### src/rtl/seq_serializer.sv
`default_nettype none
// ============================================================================
// Module      : seq_serializer
// Description : Parallel-to-serial stage. Accepts WIDTH-bit words over a
//               valid/ready handshake through a one-word holding buffer and
//               shifts them out one bit per clock, back to back with no gap.
// Revision    : 1.0 - initial release
// ============================================================================
module seq_serializer #(
    parameter int   WIDTH     = 8,
    parameter bit   MSB_FIRST = 1'b1,
    parameter logic IDLE_BIT  = 1'b0
) (
    input  logic             clk,
    input  logic             rst,
    input  logic             clr,
    input  logic [WIDTH-1:0] in_data,
    input  logic             in_valid,
    output logic             in_ready,
    output logic             signal,
    output logic             bit_valid,
    output logic             word_done,
    output logic             busy
);

    localparam int             CW       = $clog2(WIDTH);
    localparam logic [CW-1:0]  CNT_LAST = CW'(WIDTH - 1);
    localparam logic [CW-1:0]  CNT_ONE  = CW'(1);

    typedef enum logic [0:0] {
        IDLE  = 1'b0,
        SHIFT = 1'b1
    } state_t;

    state_t           state, state_nxt;
    logic [WIDTH-1:0] buf_data, buf_data_nxt;
    logic             buf_full, buf_full_nxt;
    logic [WIDTH-1:0] shreg, shreg_nxt;
    logic [CW-1:0]    cnt, cnt_nxt;
    logic             signal_nxt;
    logic             bit_valid_nxt;
    logic             word_done_nxt;
    logic             accept;
    logic             load;

    // Bit-order helpers: first bit of the buffered word, the buffered word with
    // that bit consumed, the next bit of the shifter and the shifter advanced.
    logic             buf_first;
    logic [WIDTH-1:0] buf_rest;
    logic             sh_head;
    logic [WIDTH-1:0] sh_rest;

    // Select head bit and shift direction according to MSB_FIRST.
    always_comb begin
        if (MSB_FIRST) begin
            buf_first = buf_data[WIDTH-1];
            buf_rest  = {buf_data[WIDTH-2:0], 1'b0};
            sh_head   = shreg[WIDTH-1];
            sh_rest   = {shreg[WIDTH-2:0], 1'b0};
        end else begin
            buf_first = buf_data[0];
            buf_rest  = {1'b0, buf_data[WIDTH-1:1]};
            sh_head   = shreg[0];
            sh_rest   = {1'b0, shreg[WIDTH-1:1]};
        end
    end

    // Next-state and next-output logic; clr overrides load and accept.
    always_comb begin
        state_nxt     = state;
        buf_data_nxt  = buf_data;
        buf_full_nxt  = buf_full;
        shreg_nxt     = shreg;
        cnt_nxt       = cnt;
        signal_nxt    = IDLE_BIT;
        bit_valid_nxt = 1'b0;
        word_done_nxt = 1'b0;
        load          = 1'b0;
        accept        = in_valid & in_ready;

        case (state)
            IDLE: begin
                if (buf_full) begin
                    load = 1'b1;
                end
            end
            SHIFT: begin
                if (cnt != '0) begin
                    cnt_nxt       = cnt - CNT_ONE;
                    signal_nxt    = sh_head;
                    bit_valid_nxt = 1'b1;
                    shreg_nxt     = sh_rest;
                    word_done_nxt = (cnt == CNT_ONE);
                end else if (buf_full) begin
                    load = 1'b1;
                end else begin
                    state_nxt = IDLE;
                end
            end
            default: begin
                state_nxt = IDLE;
            end
        endcase

        // Loading the shifter frees the buffer and presents the first bit.
        if (load) begin
            shreg_nxt     = buf_rest;
            signal_nxt    = buf_first;
            bit_valid_nxt = 1'b1;
            cnt_nxt       = CNT_LAST;
            state_nxt     = SHIFT;
            buf_full_nxt  = 1'b0;
        end

        // Accept only happens while the buffer is empty, so never with load.
        if (accept) begin
            buf_data_nxt = in_data;
            buf_full_nxt = 1'b1;
        end

        if (clr) begin
            state_nxt     = IDLE;
            buf_full_nxt  = 1'b0;
            cnt_nxt       = '0;
            signal_nxt    = IDLE_BIT;
            bit_valid_nxt = 1'b0;
            word_done_nxt = 1'b0;
        end
    end

    // State, datapath and registered outputs.
    always_ff @(posedge clk or negedge rst) begin
        if (!rst) begin
            state     <= IDLE;
            buf_data  <= '0;
            buf_full  <= 1'b0;
            shreg     <= '0;
            cnt       <= '0;
            signal    <= IDLE_BIT;
            bit_valid <= 1'b0;
            word_done <= 1'b0;
            in_ready  <= 1'b1;
            busy      <= 1'b0;
        end else begin
            state     <= state_nxt;
            buf_data  <= buf_data_nxt;
            buf_full  <= buf_full_nxt;
            shreg     <= shreg_nxt;
            cnt       <= cnt_nxt;
            signal    <= signal_nxt;
            bit_valid <= bit_valid_nxt;
            word_done <= word_done_nxt;
            in_ready  <= ~buf_full_nxt;
            busy      <= (state_nxt == SHIFT) | buf_full_nxt;
        end
    end

endmodule
`default_nettype wire

### config.mk
export PLATFORM = sky130hd
export DESIGN_NAME = seq_serializer
export DESIGN_NICKNAME = d
export VERILOG_FILES = /design/src/rtl/seq_serializer.sv
export SDC_FILE = /design/constraint.sdc
export NUM_CORES = 1
export LEC_CHECK = 0
export ABC_CLOCK_PERIOD_IN_PS = 2500
export BUFFER_PORTS_ARGS = -buffer_cell sky130_fd_sc_hd__buf_4
export CAP_MARGIN = 20
export CORE_ASPECT_RATIO = 1.4
export CORE_MARGIN = 2
export CORE_UTILIZATION = 58
export CTS_CLUSTER_DIAMETER = 150
export DETAILED_ROUTE_END_ITERATION = 12
export GPL_TIMING_DRIVEN = 0
export PLACE_DENSITY = 0.92
export RECOVER_POWER = 25
export SLEW_MARGIN = 25
export SYNTH_ARGS = -nofsm -noshare
export SYNTH_HDL_FRONTEND = slang
export SYNTH_SLANG_ARGS = --single-unit
### constraint.sdc
create_clock -name clk -period 2.5 [get_ports clk]
set_input_delay 0.625 -clock clk [delete_from_list [all_inputs] [get_ports clk]]
set_output_delay 0.625 -clock clk [all_outputs]
set_load 0.01 [all_outputs]
# Yosys cells after proc, flatten, opt, wreduce, memory -nomap -nowiden
# Cells that the tools add are included.
# classes
reduce_logical,7
n_eq_ne,1
n_addsub,1
n_mux,28
bitwise,4
# op_table
operator,n
8-bit two-way mux,3
1-bit two-way mux,20
3-bit two-way mux,4
3-bit nonzero test,3
2-bit AND reduction,2
2-bit nonzero test,2
"3-bit by 1-bit equality test with 1-bit output, second input constant",1
"3-bit by 1-bit subtractor with 3-bit output, second input constant",1
1-bit NOT,2
1-bit one-hot mux with 2 select lines,1
1-bit AND,1
1-bit bitwise OR,1
# totals
input_bits,12
out_inout_bits,5
elab_cells,51
register_bits,26

# Longest topological paths before layout
# Gate-level depths: netlist of run 1.
# logic_depth
word_depth,7
mapped_depth,6
mapped_depth_nobuf,5

# Worst setup path after synthesis of run 1
# No wires, ideal clock.
# synth_path
path_type,reg2reg
from,reg cnt[0]
to,reg shreg[4]
n_path_buf,1
path_stages_with_launch,7
path_slack_ns,1.024
required_ns,2.375
period_less_slack_ns,1.476
arrival_time_ns,1.351
setup_time_ns,0.125
cell_sequence,dfrtp_1 > inv_1 > ha_1 > inv_1 > o21ai_4 > buf_6 > mux2_4
# synth_via
elab_chain_cells,5
elab_cells_between_ends,7
cone_classes,mux (3); reduce/logical (4)
# synth_rtl
item,line_no,source
"start, declared",39,"logic [CW-1:0] cnt, cnt_nxt;"
"start signal, assigned",149,cnt <= cnt_nxt;
3-bit nonzero test *,88,if (cnt != '0) begin
1-bit two-way mux,88,
1-bit one-hot mux with 2 select lines,81,case (state)
2-bit nonzero test (no line),-,
2-bit AND reduction (no line),-,
"end signal, assigned",148,shreg <= shreg_nxt;
"end, declared",38,"logic [WIDTH-1:0] shreg, shreg_nxt;"
# Every way passes the cells marked *; elsewhere a longest branch is shown, timed or not.
# A chain may end at the register's enable or synchronous reset.

# Worst setup path after layout of run 1
# Ends and elaborated chain as after synthesis.

==> results.py, run 1 <==
metrics = {
    "outcome": {
        "status": "finished clean",
    },
    "cts": {
        "clockBufferDepth": 2,
        "post_cts_buffers": 0,
        "h-tree-depth": 1,
        "clk_pin_slew_ns": 0.13,
        "ctsResizeCount": 0,
        "cts_tree": "built",
        "postCtsHoldBufs": 0,
        "numClockSinks": 25,
        "clock_latency_ns": 0.32,
        "cts-root-buf": "clkbuf_4",
        "cts_buffers": 3,
    },
    "finish": {
        "area_delta_synth_final_pct": 14.9,
        "drive_gt1_share_pct": 50.0,
        "utilization_pct": 71.7,
        "seqCellArea_um2": 627,
        "antenna_cells": 0,
        "fillers": 130,
        "fin_nets": 116,
        "multiInputGateArea_um2": 449,
    },
    "route": {
        "drc": 0,
        "wire_per_inst_um": 16.2,
        "ant_nets": 0,
        "routed_wl_mm": 1.94,
        "drt-initial-drc-count": 13,
        "vias": 682,
        "firstDrtPassIters": 2,
        "via_per_inst": 5.68,
    },
    "sta": {
        "finalCriticalPeriod_ns": 1.66,
        "rsz0062_at_grt": "false",
        "finalMaxSlewViolations": 0,
        "slew_headroom_pct": 13.4,
        "period_share_pct": 66.3,
        "tightest_slew_ns": 1.30,
        "setup_tns_ns": 0,
        "hold_viol": 0,
        "skew_ns": 0.00217,
        "fmax_ghz": 0.603,
        "setup_viol": 0,
    },
    "global_route": {
        "grt_pass1_vias": 753,
        "grt_max_degree": 26,
        "grt.total_usage_pct": 21.3,
        "grt_overflow": 0,
        "grt_pass1_wl_mm": 3.31,
        "antenna_found_initial": 0,
    },
    "critical_path": {
        "r2r_cells": 6,
        "crit_buf_inv": 3,
        "cp-start-kind": "flip-flop",
        "cp_data_required_time_ns": 2.72,
        "slowest_stage": "dfrtp_1",
        "crit_family": "flip-flops",
        "criticalPathCategory": "flip-flop to flip-flop",
        "cpMostUsedCell": "inv_1",
        "path_cells": "inv_1 -> ha_1 -> inv_1 -> o21ai_4 -> buf_6 -> mux2_4",
        "cp_slowest_stage_delay_ns": 0.42,
        "crit_path_max_fanout": 10,
        "worstSetupEndpointType": "flip-flop",
        "worstPathArrival_ns": 1.88,
        "crit_cells": 6,
    },
    "hold_path": {
        "holdPathStages": 1,
        "hold_class": "flip-flop to flip-flop",
    },
    "floorplanning": {
        "chipWidth_um": 41.2,
        "num_io_pins": 17,
        "die_h_um": 56.1,
        "die_area_mm2": 0.00231,
        "start_util_pct": 62.4,
        "rows": 18,
        "coreArea_mm2": 0.00180,
    },
    "synth": {
        "yosysSeqAreaShare_pct": 55.8,
        "synth_edf_count": 0,
        "avgSynthCellArea_um2": 14.0,
        "yosysUniqueCellTypes": 23,
        "async_reset_ff_share_pct": 100,
        "netlist_instances": 80,
        "yosysTopAreaCellShare_pct": 53.5,
        "ys_top_cells_by_area": "dfrtp_1 (53%), mux2_2 (21%), ha_1 (3.3%)",
        "synth-main-ff-cell": "dfrtp_1",
        "synth_nets": 95,
        "synth_area_mm2": 0.00112,
        "yosys_warnings": 0,
        "yosysTopAreaCell": "dfrtp_1",
        "synth-seq-cells": 25,
    },
    "placed_design": {
        "hpwl_mm": 1.41,
        "portBuffers": 16,
        "gp_congestion": 0.696,
    },
    "pwr": {
        "power_density_mw_per_mm2": 712,
        "p_leak_nw": 0.605,
        "fin_total_pwr_mw": 0.919,
        "ir_drop_mv": 0.585,
    },
    "job": {
        "cap_violations": 0,
    },
}
## cell usage after synthesis, types with 2 or more instances
master / count
mux2_2: 21
a211oi_1: 2
buf_2: 2
inv_1: 4
buf_6: 2
nor2_1: 2
dfrtp_1: 24
a21oi_1: 4
nand2b_1: 2
mux2_4: 2
ha_1: 3
## cell families after synthesis
family | count (synthesis) | synth area share (%)
flip-flops | 25 | 55.8
multiplexers | 24 | 24.6
AO/OA/AOI/OAI | 11 | 7.35
AND/OR/NAND/NOR | 9 | 4.68
buffers and inverters | 8 | 4.23
adder cells (fa/ha/maj) | 3 | 3.34
## stage by stage
step,hold slack (ns),worst slack [ns],cells,instance area [um2]
3_5_place_dp,0.490,0.873,116,1270
6_report,0.520,0.842,120,1290
3_3_place_gp,0.481,0.915,116,1270
5_1_grt,0.515,0.734,120,1290
2_1_floorplan,0.329,1.02,80,1120
4_1_cts,0.188,0.838,120,1290
## worst register-to-register path: cells and delay by family (launching register included)
| family | cells | cell delay (ns) |
|---|---|---|
| flops | 1 | 0.42 |
| mux | 1 | 0.31 |
| buf+inv | 3 | 0.38 |
| fa+ha+maj | 1 | 0.17 |
| compound gates | 1 | 0.28 |
## flip-flops by register name (all words and copies together) (netlist names)
signal / count
busy: 1
signal: 1
state: 1
shreg: 7
cnt: 3
bit_valid: 1
buf_data: 8
in_ready: 1
word_done: 1
buf_full: 1
## worst paths after layout
check                       startpoint          end  slack [ns]
hold / removal             buf_data[0]  buf_data[0]        0.52
max in group asynchronous          rst       cnt[1]        1.18
min in group asynchronous          rst  buf_data[3]        0.56
setup reg to reg                cnt[0]     shreg[4]        0.84
setup / recovery                cnt[0]     shreg[4]        0.84
hold reg to reg            buf_data[0]  buf_data[0]        0.52
## per-layer routing
layer,vias to the layer above,wire [um],GRT usage (%),part of all wire (%)
met5,-,0,0,0
met3,7,88,3.60,4.5
li1,319,-,-,-
met1,335,757,25.9,39
met2,21,1040,33.9,54
met4,0,57,11.1,2.9
## area by class of cell
class / instances / share of cell area [%]
Inverter: 4 / 1.16
Buffer: 4 / 2.52
Sequential cell: 25 / 48.5
Timing Repair Buffer: 16 / 9.01
Tap cell: 20 / 1.94
Clock buffer: 4 / 2.03
Multi-Input combinational cell: 47 / 34.8
## layout by cell type, fill, tap and decap left out, drive strengths merged
cell,count
a211oi,2
a21o,1
a21oi,4
a31oi,1
and2,1
buf,19
clkbuf,5
dfrtp,24
dfstp,1
ha,3
inv,4
mux2,23
mux2i,1
nand2,1
nand2b,2
nand3b,1
nor2,2
nor3,1
nor4b,1
o21ai,1
o22a,1
o22ai,1
## where the power goes
part	switching (mW)	leakage [nW]	total (mW)	internal, mW
Sequential	0.0423	0.307	0.523	0.480
Clock	0.118	0.0150	0.181	0.0625
Combinational	0.0808	0.283	0.215	0.134
Total	0.242	0.605	0.919	0.678
(Power assumes the default switching activity.)
==> run 2: changes to the inputs <==
- ABC_CLOCK_PERIOD_IN_PS: 2500 -> 1400
- CORE_UTILIZATION: 58 -> 49
- PLACE_DENSITY: 0.92 -> 0.84
- clock period: 2.5 -> 1.4 ns (I/O delays scaled with it)
==> results.py, run 2 (same netlist as run 1, synthesis figures left out) <==
metrics = {
    "outcome": {
        "status": "finished with violations",
        "violations": "negative setup slack",
    },
    "critical_path": {
        "cp_slowest_stage_delay_ns": 0.43,
        "worstPathArrival_ns": 1.71,
        "critPathLaunch": "cnt[0]",
        "slowest_stage": "dfrtp_1",
        "crit_family": "flip-flops",
        "cp_data_required_time_ns": 1.63,
        "r2r_start": "cnt[0]",
        "crit_path_max_fanout": 4,
        "path_cells": "inv_2 -> ha_4 -> inv_4 -> o21ai_4 -> buf_6 -> mux2_4",
        "crit_buf_inv": 3,
        "cp-start-kind": "flip-flop",
        "worstSetupEndpointType": "flip-flop",
        "criticalPathCategory": "flip-flop to flip-flop",
    },
    "cts": {
        "clock_latency_ns": 0.33,
        "h-tree-depth": 1,
        "cts-root-buf": "clkbuf_4",
        "clockBufferDepth": 2,
        "numClockSinks": 25,
        "clk_pin_slew_ns": 0.14,
        "cts_tree": "built",
        "cts_buffers": 3,
    },
    "global_route": {
        "grt_pass1_wl_mm": 3.43,
        "antenna_found_initial": 0,
        "grt_max_degree": 26,
        "grt_pass1_vias": 787,
        "grt_overflow": 0,
        "grt.total_usage_pct": 18.2,
    },
    "finish": {
        "area_delta_synth_final_pct": 29.8,
        "fin_nets": 124,
        "largest_reg_flops": 8,
        "final_common_cell": "dfrtp_1",
        "drive_gt1_share_pct": 63.0,
        "largest-register": "buf_data",
        "antenna_cells": 0,
        "final_cell_mix": "dfrtp_1 (24), buf_4 (20), mux2_2 (17), mux2_4 (6), clkbuf_4 (3)",
        "reg_top3": "buf_data: 8 flops, shreg: 7 flops, cnt: 3 flops",
    },
    "route": {
        "drc": 0,
        "firstDrtPassIters": 4,
        "wire_per_inst_um": 15.8,
        "ant_nets": 0,
        "drt-initial-drc-count": 15,
        "routed_wl_mm": 2.05,
        "vias": 708,
        "via_per_inst": 5.45,
    },
    "placed_design": {
        "gp_congestion": 0.662,
        "pre_cts_ws_ns": -0.182,
        "portBuffers": 16,
    },
    "hold_path": {
        "hold_class": "primary input to flip-flop",
        "hp-start": "in_data[1]",
    },
    "pwr": {
        "p_leak_nw": 0.682,
        "ir_drop_mv": 0.853,
        "power_density_mw_per_mm2": 1220,
        "fin_total_pwr_mw": 1.78,
    },
    "sta": {
        "rsz0062_at_grt": "true",
        "finalMaxSlewViolations": 0,
        "worst_slack_ns": -0.0837,
        "slew_headroom_pct": 60.1,
        "fmax_ghz": 0.674,
        "setup_viol": 7,
        "tightest_slew_ns": 0.599,
        "hold_viol": 0,
        "period_share_pct": 106,
        "finalCriticalPeriod_ns": 1.48,
        "skew_ns": 0.00961,
    },
    "floorplanning": {
        "num_io_pins": 17,
        "coreArea_mm2": 0.00218,
        "rows": 20,
        "start_util_pct": 51.6,
        "chipWidth_um": 44.5,
        "die_h_um": 60.7,
        "die_area_mm2": 0.00270,
    },
    "job": {
        "cap_violations": 0,
    },
}
run 2: cell types whose count changed in the layout (fill, tap and decap cells not counted), moves of 2 or more:
cell	before	now
a21oi_1	4	2
a21oi_2	0	2
buf_12	0	2
buf_4	15	20
clkbuf_1	2	0
inv_1	4	1
inv_2	0	2
mux2_2	21	17
mux2_4	2	6
run 2: where the power goes:
group / total, mW / leakage, nW / internal (mW) / switching [mW]
Combinational: 0.506 / 0.361 / 0.330 / 0.177
Clock: 0.333 / 0.0139 / 0.110 / 0.223
Sequential: 0.937 / 0.307 / 0.858 / 0.0784
Total: 1.78 / 0.682 / 1.30 / 0.479
run 2: path summary, 6_finish.rpt:
kind                               end  slack [ns]  cells past startpoint
setup / recovery              shreg[5]       -0.08                      6
hold reg to reg            buf_data[1]        0.52                      1
min in group asynchronous  buf_data[1]        0.55                      2
setup reg to reg              shreg[5]       -0.08                      6
max in group asynchronous  buf_data[4]        0.46                      2
hold / removal             buf_data[1]        0.23                      2
run 2: metal layers:
metal	vias up	track usage (%)	wire, um
li1	334	-	-
met1	356	21.4	818
met2	13	30.8	1140
met3	5	1.79	54
met4	0	12.1	42
met5	-	0	0
run 2: area by class of cell:
class | instances | area [um2]
Timing Repair Buffer | 24 | 205
Clock buffer | 3 | 22.5
Inverter | 4 | 17.5
Buffer | 4 | 32.5
Clock inverter | 1 | 7.51
Fill cell | 148 | 718
Multi-Input combinational cell | 47 | 519
Tap cell | 22 | 27.5
Sequential cell | 25 | 627
run 2: per-stage QoR:
step                      setup TNS (ns)  utilization [%]  instance area [um2]  hold slack [ns]  cells
final                             -0.528             67.0                 1460            0.232    130
after global routing               -1.47             67.0                 1460            0.235    130
after CTS                         -0.253             64.8                 1410            0.233    129
after detailed placement          -0.710             59.0                 1280            0.265    118
after global placement            -0.354             59.0                 1280            0.262    118
after floorplan                  -0.0695                -                 1140           0.0544     80
run 2: timing repair:
item | 4_1_cts | 5_1_grt
endpoints found under the hold margin | 24 | 0
buffers inserted | 6 | 1
endpoints found under the setup margin | 12 | 17
pin swaps | 2 | 5
hold buffers | 1 | 0
gates resized for setup | 5 | 7
==> run 3: changes to the inputs <==
- ABC_CLOCK_PERIOD_IN_PS: 1400 -> 1900
- CORE_UTILIZATION: 49 -> 58
- PLACE_DENSITY: 0.84 -> 0.92
- REMOVE_ABC_BUFFERS: default -> 1
- clock period: 1.4 -> 1.9 ns (I/O delays scaled with it)
==> results.py, run 3 (same netlist as run 1, synthesis figures left out) <==
metrics = {
    "floorplanning": {
        "rows": 18,
        "num_io_pins": 17,
        "coreArea_mm2": 0.00180,
        "die_h_um": 56.1,
        "chipWidth_um": 41.2,
        "start_util_pct": 62.4,
        "die_area_mm2": 0.00231,
    },
    "sta": {
        "setup_tns_ns": 0,
        "fmax_ghz": 0.592,
        "tightest_slew_ns": 1.27,
        "rsz0062_at_grt": "false",
        "skew_ns": 0.00437,
        "setup_viol": 0,
        "hold_viol": 0,
        "period_share_pct": 88.9,
        "finalMaxSlewViolations": 0,
        "finalCriticalPeriod_ns": 1.69,
        "slew_headroom_pct": 15.3,
        "whs_ns": 0.389,
        "worst_slack_ns": 0.210,
    },
    "critical_path": {
        "r2r_cells": 5,
        "rrSetupSlack_ns": 0.21,
        "cp-start-kind": "flip-flop",
        "worstPathArrival_ns": 1.89,
        "cp_data_required_time_ns": 2.10,
        "r2r_start": "cnt[0]",
        "criticalPathCategory": "flip-flop to flip-flop",
        "rr_endpoint": "shreg[7]",
        "crit_path_max_fanout": 16,
        "worstSetupEndpointType": "flip-flop",
    },
    "global_route": {
        "grt_pass1_wl_mm": 2.84,
        "grt_overflow": 0,
        "antenna_found_initial": 0,
        "grt.total_usage_pct": 17.4,
        "grt_pass1_vias": 691,
        "grt_max_degree": 26,
    },
    "cts": {
        "post_cts_buffers": 0,
        "cts_tree": "built",
        "ctsResizeCount": 0,
        "cts-root-buf": "clkbuf_4",
        "clock_latency_ns": 0.31,
        "postCtsHoldBufs": 0,
        "clockBufferDepth": 2,
        "numClockSinks": 25,
        "cts_buffers": 3,
        "clk_pin_slew_ns": 0.13,
        "h-tree-depth": 1,
    },
    "route": {
        "firstDrtPassIters": 4,
        "via_per_inst": 5.66,
        "drt-initial-drc-count": 10,
        "ant_nets": 0,
        "wire_per_inst_um": 14.3,
        "vias": 657,
        "drc": 0,
        "routed_wl_mm": 1.66,
    },
    "pwr": {
        "power_density_mw_per_mm2": 941,
        "p_leak_nw": 0.585,
        "ir_drop_mv": 0.606,
    },
    "finish": {
        "design_area_mm2": 0.00126,
        "area_delta_synth_final_pct": 12.0,
        "final_common_cell": "dfrtp_1",
        "reg_top3": "buf_data: 8 flops, shreg: 7 flops, cnt: 3 flops",
        "largest_reg_flops": 8,
        "antenna_cells": 0,
        "fin_nets": 112,
        "final_cell_mix": "dfrtp_1 (24), mux2_2 (21), buf_4 (15), inv_1 (4), a21oi_1 (4)",
        "largest-register": "buf_data",
        "drive_gt1_share_pct": 47.9,
    },
    "placed_design": {
        "portBuffers": 16,
        "pre_cts_ws_ns": 0.219,
        "gp_congestion": 0.660,
        "hpwl_mm": 1.20,
        "place_area_mm2": 0.00124,
    },
    "job": {
        "cap_violations": 0,
    },
    "hold_path": {
        "min_to": "buf_data[1]",
        "hp-start": "in_data[1]",
        "holdPathStages": 2,
        "hold_class": "primary input to flip-flop",
    },
    "outcome": {
        "status": "finished clean",
    },
}
-- run 3: changes by cell type in the layout (fill, tap and decap cells not counted), sizes merged --
| cell | previous run | this run |
|---|---|---|
| clkbuf | 4 | 5 |
| dlygate4sd3 | 1 | 0 |
| buf | 26 | 15 |
| clkinvlp | 1 | 0 |
-- run 3: layout make-up --
cell class / instances / area (um2)
tap: 20 / 25.0
sequential: 25 / 627
inverter: 4 / 15.0
multi-input combinational: 47 / 449
clock buffer: 4 / 26.3
fill: 144 / 543
timing repair buffer: 16 / 116
-- run 3: metal layers --
layer	part of all wire, %	wire (um)	GRT usage, %
met5	0	0	0
met4	0.84	14	5.53
met1	40	665	21.0
met2	55	923	29.7
met3	3.7	61	2.40
-- run 3: worst max-delay path, cell delays in order, from the launching register on --
cell,delay [ns]
dfrtp_1,0.42
inv_1,0.10
ha_1,0.17
inv_1,0.07
o21ai_4,0.42
mux2_2,0.40
-- run 3: worst max-delay path by stage --
stage | from | depth (start not counted) | endpoint | slack [ns]
2_1_floorplan | cnt[0] | 5 | cnt[0] | 0.39
3_3_place_gp | cnt[0] | 5 | shreg[3] | 0.26
3_5_place_dp | cnt[0] | 5 | shreg[7] | 0.22
4_1_cts | cnt[0] | 5 | shreg[7] | 0.19
5_1_grt | cnt[0] | 5 | shreg[7] | 0.12
6_report | cnt[0] | 5 | shreg[7] | 0.21
-- run 3: through the flow --
stage / utilization (%) / total power, mW / instances
finish: 69.9 / 1.18 / 116
global route: 69.9 / 1.26 / 116
CTS: 70.1 / 1.20 / 116
detailed placement: 68.6 / 0.977 / 112
global placement: 68.6 / 0.947 / 112
floorplan: - / 0.885 / 76
-- run 3: power by group --
| part | total (mW) | switching (mW) | leakage [nW] | internal [mW] |
|---|---|---|---|---|
| Sequential | 0.692 | 0.0598 | 0.307 | 0.632 |
| Clock | 0.225 | 0.144 | 0.0150 | 0.0819 |
| Combinational | 0.267 | 0.0974 | 0.263 | 0.170 |
